### src/rtl/instr_mem_loader.sv
// rtl/instr_mem_loader.sv - UART-fed instruction memory loader and pipeline step sequencer
// Packs program bytes big-endian into words, writes them through a registered strobe, then gates o_step.
module instr_mem_loader #(
    parameter int                      SIZE_ADDR_PC = 32,
    parameter int                      TOTAL_SIZE   = 256,
    parameter logic [SIZE_ADDR_PC-1:0] HALT_WORD    = {SIZE_ADDR_PC{1'b1}},
    parameter logic [7:0]              CMD_LOAD     = 8'h4C,
    parameter logic [7:0]              CMD_RUN      = 8'h52,
    parameter logic [7:0]              CMD_STEP     = 8'h53
) (
    input  logic                    i_clk,
    input  logic                    i_reset,
    input  logic [7:0]              i_rx_data,
    input  logic                    i_rx_valid,
    input  logic                    i_halt,
    output logic [SIZE_ADDR_PC-1:0] o_instruction_address,
    output logic [SIZE_ADDR_PC-1:0] o_instruction,
    output logic                    o_flag_write_intruc,
    output logic                    o_step,
    output logic                    o_load_done,
    output logic                    o_halted,
    output logic                    o_error
);

    typedef enum logic [1:0] {
        IDLE     = 2'd0,
        LOAD     = 2'd1,
        WR_PULSE = 2'd2,
        RUN      = 2'd3
    } state_t;

    localparam logic [SIZE_ADDR_PC-1:0] LAST_ADDR = SIZE_ADDR_PC'(TOTAL_SIZE - 1);

    state_t                  state;
    logic [1:0]              byte_cnt;
    logic [SIZE_ADDR_PC-1:0] asm_reg;
    logic [SIZE_ADDR_PC-1:0] next_addr;
    logic [SIZE_ADDR_PC-1:0] asm_next;
    logic                    cmd_ok;

    assign asm_next = {asm_reg[SIZE_ADDR_PC-9:0], i_rx_data};
    assign cmd_ok   = o_load_done & ~o_halted;

    always_ff @(posedge i_clk) begin
        if (i_reset) begin
            state                 <= IDLE;
            byte_cnt              <= 2'd0;
            asm_reg               <= '0;
            next_addr             <= '0;
            o_instruction_address <= '0;
            o_instruction         <= '0;
            o_flag_write_intruc   <= 1'b0;
            o_step                <= 1'b0;
            o_load_done           <= 1'b0;
            o_halted              <= 1'b0;
            o_error               <= 1'b0;
        end else begin
            case (state)
                IDLE: begin
                    o_step <= 1'b0;
                    if (o_load_done && i_halt) begin
                        o_halted <= 1'b1;
                    end
                    if (i_rx_valid) begin
                        // A load command overrides a halt sampled in the same cycle.
                        if (i_rx_data == CMD_LOAD) begin
                            o_load_done <= 1'b0;
                            o_halted    <= 1'b0;
                            o_error     <= 1'b0;
                            next_addr   <= '0;
                            byte_cnt    <= 2'd0;
                            state       <= LOAD;
                        end else if ((i_rx_data == CMD_RUN) && cmd_ok) begin
                            o_step <= 1'b1;
                            state  <= RUN;
                        end else if ((i_rx_data == CMD_STEP) && cmd_ok) begin
                            o_step <= 1'b1;
                        end
                    end
                end

                LOAD: begin
                    if (i_rx_valid) begin
                        asm_reg  <= asm_next;
                        byte_cnt <= byte_cnt + 2'd1;
                        if (byte_cnt == 2'd3) begin
                            o_instruction         <= asm_next;
                            o_instruction_address <= next_addr;
                            state                 <= WR_PULSE;
                        end
                    end
                end

                WR_PULSE: begin
                    // Bytes of the following word keep assembling while the strobe runs.
                    if (i_rx_valid) begin
                        asm_reg  <= asm_next;
                        byte_cnt <= byte_cnt + 2'd1;
                    end
                    // First cycle lets address/data settle; the strobe register doubles as phase.
                    if (!o_flag_write_intruc) begin
                        o_flag_write_intruc <= 1'b1;
                    end else begin
                        o_flag_write_intruc <= 1'b0;
                        if (o_instruction == HALT_WORD) begin
                            o_load_done <= 1'b1;
                            state       <= IDLE;
                        end else if (o_instruction_address == LAST_ADDR) begin
                            o_error <= 1'b1;
                            state   <= IDLE;
                        end else begin
                            next_addr <= next_addr + 1'b1;
                            state     <= LOAD;
                        end
                    end
                end

                RUN: begin
                    if (i_halt) begin
                        o_step   <= 1'b0;
                        o_halted <= 1'b1;
                        state    <= IDLE;
                    end else begin
                        o_step <= 1'b1;
                    end
                end

                default: begin
                    state <= IDLE;
                end
            endcase
        end
    end

endmodule

### config.mk
export PLATFORM = sky130hd
export DESIGN_NAME = instr_mem_loader
export DESIGN_NICKNAME = d
export VERILOG_FILES = /design/src/rtl/instr_mem_loader.sv
export SDC_FILE = /design/constraint.sdc
export NUM_CORES = 1
export LEC_CHECK = 0
export BUFFER_PORTS_ARGS = -buffer_cell sky130_fd_sc_hd__buf_2
export CORE_AREA = 2 2 152 80
export DETAILED_ROUTE_END_ITERATION = 8
export DIE_AREA = 0 0 154 82
export PLACE_DENSITY = 0.7
export SYNTH_ARGS = -nofsm -noshare
export SYNTH_HDL_FRONTEND = slang
export SYNTH_SLANG_ARGS = --single-unit
### constraint.sdc
create_clock -name i_clk -period 2.75 [get_ports i_clk]
set_clock_uncertainty 0.05 [all_clocks]
set_input_delay 0.6875 -clock i_clk [delete_from_list [all_inputs] [get_ports i_clk]]
set_output_delay 0.6875 -clock i_clk [all_outputs]
set_load 0.005 [all_outputs]
==> results.yml, run 1 <==
die:
  fp.dieArea_um2: 12600
  dieHeight_um: 82
  core_area_um2: 11400
  start_util: 0.485
  rows: 28
  fp.dieW_um: 154
  io_pins: 81
sta:
  slew-limit-headroom: 0.429
  setup_viol: 0
  max_slew.worst_pin.slew_ps: 854
  min_period_over_period: 0.946
  rsz0062_at_grt: "false"
  hold_viol: 0
  final_max_slew_viol_count: 0
  holdWs_ps: 403
  fmax_mhz: 384
  finalSetupTns_ps: 0
  post-route-min-period_ps: 2600
cells_and_area:
  multiInputGateArea_um2: 2750
  fin_nets: 796
  syn_to_final_growth_pct: 21.6
  fillCellCount: 1048
  drive_above_1_share: 0.191
  fin_area_um2: 6720
  stdcell_count: 942
  largestRegisters: "next_addr x32, o_instruction x32, o_instruction_address x32"
  layout.area.seq_um2: 2580
global_route:
  grt_max_degree: 65
  grt_pass1_vias: 4757
  grt_overflow: 0
  grt_pass1_wl_um: 25500
  antenna_found_initial: 0
  grt_usage: 0.260
detailed_routing:
  drc: 0
  wire_per_inst_um: 17.2
  detail_route.first_pass.iterations: 6
  drt-initial-drc-count: 560
  via_per_inst: 5.84
  drt_wl_total_um: 16200
  antenna_left: 0
  vias: 5497
yosys:
  synthTopCellsByArea: "dfxtp_1 (47%), nand2_1 (14%), a21oi_1 (9.2%)"
  synth_xor_xnor_area_share: 0.00159
  ys_types: 58
  syn_area_per_cell_um2: 7.92
  synth_top_family_by_area: "simple AND/OR/NAND/NOR gates"
  synth-compound-area-share: 0.177
  ys_ff_latch: 129
  synth_warnings: 0
  synth-simple-area-share: 0.300
  yosysSeqAreaShare: 0.468
  netlist.area_leader.share: 0.468
  synthAdderAreaFrac: 0.0136
  synth_edf_count: 0
  syn_area_um2: 5520
  ys.flop_type: "dfxtp_1"
  synthCells: 697
  yosysTopAreaCell: "dfxtp_1"
  synth_mux_area_frac: 0.00363
  syn_nets: 715
  ys_async_sr_fraction: 0
power_and_ir_drop:
  ir_drop_v: 0.000464
  netSwitchingFraction: 0.256
  p_sw_mw: 1.12
  power.internal_mw: 3.25
  p_leak_nw: 2.56
  power_mw: 4.36
  combPwrFrac: 0.074
  p_per_area_nw_per_um2: 650
  seqPwrFrac: 0.440
  pwr-share-clk: 0.487
critical_path:
  crit_path_top_delay_cell: "or4_1"
  r2r_cells: 6
  crit_buf_inv: 0
  path_delay_family: "simple AND/OR/NAND/NOR gates"
  r2r_end: "next_addr[3]"
  cp.depth: 6
  max_stage_delay_ps: 790
  crit_start: "o_instruction_address[23]"
  end_kind: "flip-flop"
  path_cells: "nor4_1, nand4_1, or4_1, nand2_1, nor2_1, o311ai_2"
  critPathRequiredTime_ps: 3020
  r2r-start: "o_instruction_address[23]"
  crit_arrival_ps: 2870
  r2r_slack_ps: 150
  critPathKind: "reg -> reg"
  cp_max_fo: 9
  critPathLaunchType: "flip-flop"
clock_tree:
  cts_buffer_depth: 2
  cts_tree: "yes"
  cts.htree.levels: 4
  hold_buffers: 0
  cts_sinks: 129
  clkTransAtPathRegs_ps: 60
  numCtsBuffers: 17
  cts-resized-gates: 0
  postCtsSetupRepairBufs: 0
  cts_root_buffer: "clkbuf_16"
  clk-insertion-delay-late_ps: 410
run_status:
  status: "finished, final reports clean"
worst_hold_path:
  worst_hold_path.num_cells: 2
  min_to: "o_instruction[24]"
  hp-start: "asm_reg[16]"
  hold_path.class: "reg -> reg"
placement:
  dp_cells: 909
  dp_hpwl_um: 11500
  dpl_cell_area_um2: 6150
  io_buffer_count: 80
  routabilityCongestion: 0.897
job:
  drv_cap: 0
[through the flow]
| step | worst slack (ps) | util |
|---|---|---|
| 2_1_floorplan | 426 | - |
| 3_3_place_gp | 125 | 0.540 |
| 3_5_place_dp | 47.0 | 0.540 |
| 4_1_cts | 163 | 0.590 |
| 5_1_grt | 9.03 | 0.590 |
| 6_report | 147 | 0.590 |
[how the worst max path moves through the flow]
stage                                to  slack [ps]
after detailed placement  next_addr[27]          50
after global routing       next_addr[3]           9
after CTS                  next_addr[3]         160
final                      next_addr[3]         150
after global placement    next_addr[27]         120
after floorplan            next_addr[3]         430
[cell type report]
| type | instances | share of cell area |
|---|---|---|
| inverter | 8 | 0.00447 |
| tap | 150 | 0.0279 |
| antenna | 1 | 0.000373 |
| sequential | 129 | 0.385 |
| timing repair buffer | 104 | 0.0902 |
| clock inverter | 15 | 0.0201 |
| clock buffer | 17 | 0.0634 |
| multi-input combinational | 518 | 0.409 |
[power by group through the flow]
stage	Clock [mW]	Sequential (mW)	Combinational [mW]
floorplan	0	1.95	0.218
global placement	0	1.96	0.309
detailed placement	0	1.96	0.313
CTS	2.15	1.92	0.315
global route	2.25	1.92	0.347
finish	2.12	1.92	0.321
[routing by layer]
| layer | track usage | vias to the layer above | wire, µm |
|---|---|---|---|
| li1 | - | 2635 | - |
| met1 | 0.416 | 2596 | 8410 |
| met2 | 0.337 | 251 | 6100 |
| met3 | 0.0660 | 15 | 1560 |
| met4 | 0.0570 | 0 | 105 |
| met5 | 0 | - | 0 |
[worst register-to-register path, stage by stage (launching register included)]
cell and delay (ps):
dfxtp_1 330, nor4_1 450, nand4_1 240, or4_1 790, nand2_1 290, nor2_1 110
o311ai_2 260
[placed cells by master (no fill, tap or decap), types with 7 or more instances in the layout]
master	count
clkbuf_16	17
o211ai_1	7
nor2_1	19
buf_4	22
and2_1	8
nor3_1	7
buf_2	80
nand2_1	211
dfxtp_1	129
a21oi_1	102
nand3_1	26
o21ai_0	11
or4_1	8
and3_1	8
a31oi_1	10
nand4_1	19
o311ai_0	7
inv_1	8
[Yosys cell counts, types with 3 or more instances]
cell / instances
nand2_1: 211
dfxtp_1: 129
a21oi_1: 102
clkbuf_1: 30
nand3_1: 27
nand4_1: 19
nor2_1: 19
o21ai_0: 11
a31oi_1: 10
and3_1: 9
and2_1: 8
inv_1: 8
or4_1: 8
nor3_1: 7
o211ai_1: 7
o311ai_0: 7
buf_1: 6
ha_1: 6
nor4_1: 6
nand4b_1: 5
o41ai_1: 5
buf_2: 4
nor2b_1: 4
nand3_2: 3
nor4b_1: 3
[cells by family (layout without fill, tap and decap cells)]
| kind of cell | after synthesis | in the layout |
|---|---|---|
| other cells | 0 | 1 |
| flops | 129 | 129 |
| compound gates | 164 | 164 |
| buf+inv | 50 | 144 |
| xor+xnor | 1 | 1 |
| fa+ha+maj | 6 | 6 |
| simple gates | 345 | 345 |
| mux | 2 | 2 |
Note: power is estimated with default switching activity, not from simulation.
==> run 2: changes to the inputs <==
- CELL_PAD_IN_SITES_DETAIL_PLACEMENT: default -> 0
- CELL_PAD_IN_SITES_GLOBAL_PLACEMENT: default -> 2
- CORE_AREA: 2 2 152 80 -> 2 2 186 97
- DIE_AREA: 0 0 154 82 -> 0 0 188 99
- PLACE_DENSITY: 0.7 -> default
- PLACE_DENSITY_LB_ADDON: default -> 0.1
==> run 2 against run 1 <==
  * Flip-flop and latch count did not move
  * Hold slack improved by 1.5 ps
  * Critical path depth rose by 3
  * Design area rose by 3.7%
  * Critical endpoint is now next_addr[19]
  * Combinational power rose by 4%
  * Total power rose by 7.4%
  * Utilization fell by 18 points
==> results.yml, run 2 (synthesis gave the netlist of run 1 again) <==
cells_and_area:
  fillCellCount: 1771
  antenna_cells: 0
  drive_above_1_share: 0.202
  fin_area_um2: 6960
  syn_to_final_growth_pct: 26.1
  final_common_cell: "nand2_1"
  fin_nets: 806
  largestRegisters: "next_addr x32, o_instruction x32, o_instruction_address x32"
  most-common-layout-cells: "nand2_1 (211), dfxtp_1 (129), a21oi_1 (102), buf_2 (80), buf_4 (32)"
placement:
  routabilityCongestion: 0.889
  dp_hpwl_um: 13500
  io_buffer_count: 80
  dpl_cell_area_um2: 6330
detailed_routing:
  vias: 5429
  wire_per_inst_um: 17.7
  drt-initial-drc-count: 424
  drt_wl_total_um: 18400
  via_per_inst: 5.25
  detail_route.first_pass.iterations: 5
  antenna_left: 0
  drc: 0
critical_path:
  critPathRequiredTime_ps: 3010
  crit_arrival_ps: 2790
  critPathKind: "reg -> reg"
  end_kind: "flip-flop"
  critPathLaunchType: "flip-flop"
  cp_max_fo: 6
sta:
  post-route-min-period_ps: 2530
  min_period_over_period: 0.921
  fmax_mhz: 395
  setup_viol: 0
  rsz0062_at_grt: "false"
  max_slew.worst_pin.slew_ps: 886
  final_max_slew_viol_count: 0
  finalSetupTns_ps: 0
  slew-limit-headroom: 0.408
  hold_viol: 0
die:
  rows: 34
  fp.dieW_um: 188
  dieHeight_um: 99
  io_pins: 81
  core_area_um2: 17000
  fp.dieArea_um2: 18600
  start_util: 0.325
clock_tree:
  cts_root_buffer: "clkbuf_16"
  cts_sinks: 129
  cts_buffer_depth: 2
  numCtsBuffers: 17
  cts.htree.levels: 4
  cts_tree: "yes"
  hold_buffers: 0
  clkTransAtPathRegs_ps: 60
  clk-insertion-delay-late_ps: 420
global_route:
  grt_max_degree: 65
  grt_usage: 0.203
  grt_pass1_vias: 4945
  grt_overflow: 0
  grt_pass1_wl_um: 28900
  antenna_found_initial: 0
power_and_ir_drop:
  ir_drop_v: 0.000452
  p_leak_nw: 2.64
  p_per_area_nw_per_um2: 673
worst_hold_path:
  hold_path.class: "reg -> reg"
job:
  drv_cap: 0
run_status:
  status: "finished, final reports clean"
run 2: cell types whose count changed in the layout (fill, tap and decap cells not counted), moves of 2 or more:
cell,delta
clkinv_2,-4
buf_4,+10
clkinv_4,-2
bufinv_16,+2
inv_6,+2
inv_8,+2
run 2: what timing repair did:
| action | in CTS | in global routing |
|---|---|---|
| setup buffers | 0 | 0 |
| resized for setup | 0 | 1 |
| endpoints found under the setup margin | 0 | 5 |
run 2: area by class of cell:
cell class | instances | area, µm² | share of cell area
tap | 234 | 293 | 0.0421
sequential | 129 | 2580 | 0.371
inverter | 8 | 30.0 | 0.00431
clock inverter | 15 | 198 | 0.0284
multi-input combinational | 518 | 2750 | 0.395
timing repair buffer | 114 | 681 | 0.0978
clock buffer | 17 | 425 | 0.0611
run 2: worst paths after layout:
check | from | slack, ps | depth (start not counted) | end
max reg2reg | o_instruction_address[16] | 220 | 9 | next_addr[19]
max | o_instruction_address[16] | 220 | 9 | next_addr[19]
min reg2reg | asm_reg[23] | 400 | 2 | o_instruction[31]
min | asm_reg[23] | 400 | 2 | o_instruction[31]
run 2: power breakdown:
part	switching, mW	leakage, nW	total [mW]	internal (mW)
sequential	0.0256	1.04	1.92	1.89
combinational	0.225	1.30	0.335	0.110
clock	0.974	0.299	2.43	1.46
run 2: metal layers:
metal,vias up,GRT usage,part of all wire,wire [µm]
met5,-,0,0,0
met2,175,0.243,0.35,6380
met4,0,0.0545,0.0078,143
li1,2658,-,-,-
met1,2582,0.346,0.58,10700
met3,14,0.0381,0.060,1100
run 2: per-stage QoR:
stage | worst slack, ps | total power [mW] | utilization | std cells | hold slack (ps)
final | 217 | 4.69 | 0.410 | 1035 | 405
after global routing | 35.2 | 4.84 | 0.410 | 1035 | 420
after CTS | 151 | 4.72 | 0.410 | 1035 | 402
after detailed placement | 28.3 | 2.29 | 0.373 | 1003 | 393
after global placement | 54.1 | 2.29 | 0.373 | 1003 | 392
after floorplan | 426 | 2.17 | - | 697 | 382
run 2: worst max-delay path, stage by stage, from the launching register on:
cell      delay (ps)
dfxtp_1          330
nor4_2           320
buf_4            160
nand4_1           90
buf_4            190
or4_1            650
buf_4            230
nand3_1          170
o311ai_0         150
o41ai_1           90
==> run 3: changes to the inputs <==
- RECOVER_POWER: default -> 50
==> run 3 against run 2 <==
  * Sequential share of layout area rose by 0.24 points
  * Utilization fell by 0.27 points
  * Register-to-register slack improved by 20 ps
  * Design area fell by 0.65%
  * Critical endpoint unchanged
  * Clock power barely moved
  * Cell count did not move
  * Hold slack got worse by 2.3 ps
  * Combinational power barely moved
  * Routed wire length barely moved
  * Largest cell class unchanged
  * Die area did not move
==> results.yml, run 3 (synthesis gave the netlist of run 1 again) <==
run_status:
  status: "finished, final reports clean"
die:
  start_util: 0.325
  fp.dieArea_um2: 18600
  dieHeight_um: 99
  io_pins: 81
  rows: 34
  core_area_um2: 17000
  fp.dieW_um: 188
cells_and_area:
  drive_above_1_share: 0.165
  most-common-layout-cells: "nand2_1 (211), dfxtp_1 (129), a21oi_1 (102), buf_2 (51), clkbuf_1 (30)"
  fin_nets: 806
  final_common_cell: "nand2_1"
  largestRegisters: "next_addr x32, o_instruction x32, o_instruction_address x32"
  syn_to_final_growth_pct: 25.3
  antenna_cells: 0
clock_tree:
  clkTransAtPathRegs_ps: 60
  cts_tree: "yes"
  clk-insertion-delay-late_ps: 420
  cts_root_buffer: "clkbuf_16"
  postCtsSetupRepairBufs: 0
  cts.htree.levels: 4
  cts_buffer_depth: 2
  numCtsBuffers: 17
  cts_sinks: 129
critical_path:
  crit_start: "o_instruction_address[16]"
  r2r-start: "o_instruction_address[16]"
  critPathRequiredTime_ps: 3010
  cp_max_fo: 6
  crit_arrival_ps: 2770
  r2r_slack_ps: 240
  critPathKind: "reg -> reg"
  r2r_end: "next_addr[19]"
  critPathLaunchType: "flip-flop"
  r2r_cells: 9
  end_kind: "flip-flop"
  endpoint: "next_addr[19]"
detailed_routing:
  detail_route.first_pass.iterations: 7
  vias: 5431
  drc: 0
  antenna_left: 0
  drt-initial-drc-count: 423
  wire_per_inst_um: 17.7
  drt_wl_total_um: 18400
  via_per_inst: 5.25
global_route:
  grt_overflow: 0
  antenna_found_initial: 0
  grt_pass1_wl_um: 28900
  grt_usage: 0.203
  grt_pass1_vias: 4945
  grt_max_degree: 65
job:
  drv_cap: 0
sta:
  setup_viol: 0
  slew-limit-headroom: 0.0829
  finalSetupTns_ps: 0
  rsz0062_at_grt: "false"
  max_slew.worst_pin.slew_ps: 1380
  hold_viol: 0
  holdWs_ps: 403
  post-route-min-period_ps: 2510
  fmax_mhz: 399
  final_max_slew_viol_count: 0
  min_period_over_period: 0.912
placement:
  io_buffer_count: 80
  routabilityCongestion: 0.889
  dp_hpwl_um: 13500
power_and_ir_drop:
  p_leak_nw: 2.51
  p_per_area_nw_per_um2: 677
  ir_drop_v: 0.000450
worst_hold_path:
  hold_path.class: "reg -> reg"
-- run 3: cell count changes in the layout (fill, tap and decap cells not counted) --
cell      change
buf_4         -3
buf_2        -29
clkbuf_1     +30
clkbuf_2      +2
-- run 3: report_power, final --
group          total (mW)  switching [mW]  internal, mW
logic               0.335           0.226         0.109
registers            1.92          0.0260          1.89
clock network        2.43           0.970          1.46
-- run 3: critical path, stage by stage (launching register included) --
cell and delay (ps):
dfxtp_1 340, nor4_2 300, buf_4 160, nand4_1 90, buf_4 190, or4_1 650
buf_4 220, nand3_1 170, o311ai_0 150, o41ai_1 100
-- run 3: worst min-delay path by stage --
| stage | startpoint | endpoint | slack (ps) | cells after the start |
|---|---|---|---|---|
| after floorplan | asm_reg[16] | o_instruction[24] | 380 | 2 |
| after global placement | asm_reg[16] | o_instruction[24] | 390 | 2 |
| after detailed placement | asm_reg[16] | o_instruction[24] | 390 | 2 |
| after CTS | asm_reg[16] | o_instruction[24] | 400 | 2 |
| after global routing | asm_reg[22] | asm_reg[22] | 420 | 2 |
| final | asm_reg[16] | o_instruction[24] | 400 | 2 |
-- run 3: layout make-up --
class | count | area, µm²
clock buffer | 17 | 425
inverter | 8 | 30.0
tap | 234 | 293
multi-input combinational | 518 | 2750
clock inverter | 15 | 198
fill | 1784 | 10100
timing repair buffer | 114 | 636
sequential | 129 | 2580
-- run 3: timing repair --
| action | 4_1_cts | 5_1_grt |
|---|---|---|
| gates resized for setup | 0 | 1 |
| hold buffers | 0 | 0 |
| endpoints found under the setup margin | 0 | 5 |
-- run 3: routing by layer --
layer | track usage | wire length (µm) | up-vias
li1 | - | - | 2653
met1 | 0.346 | 10700 | 2595
met2 | 0.243 | 6430 | 173
met3 | 0.0381 | 1090 | 10
met4 | 0.0545 | 120 | 0
met5 | 0 | 0 | -
-- run 3: per-stage QoR --
step	power (mW)	instance area [µm²]	setup WS, ps	instances	util
after global routing	4.84	6920	35.2	1035	0.407
after global placement	2.29	6330	54.1	1003	0.373
final	4.68	6920	241	1035	0.407
after CTS	4.72	6960	151	1035	0.410
after floorplan	2.17	5520	426	697	-
after detailed placement	2.29	6330	28.3	1003	0.373
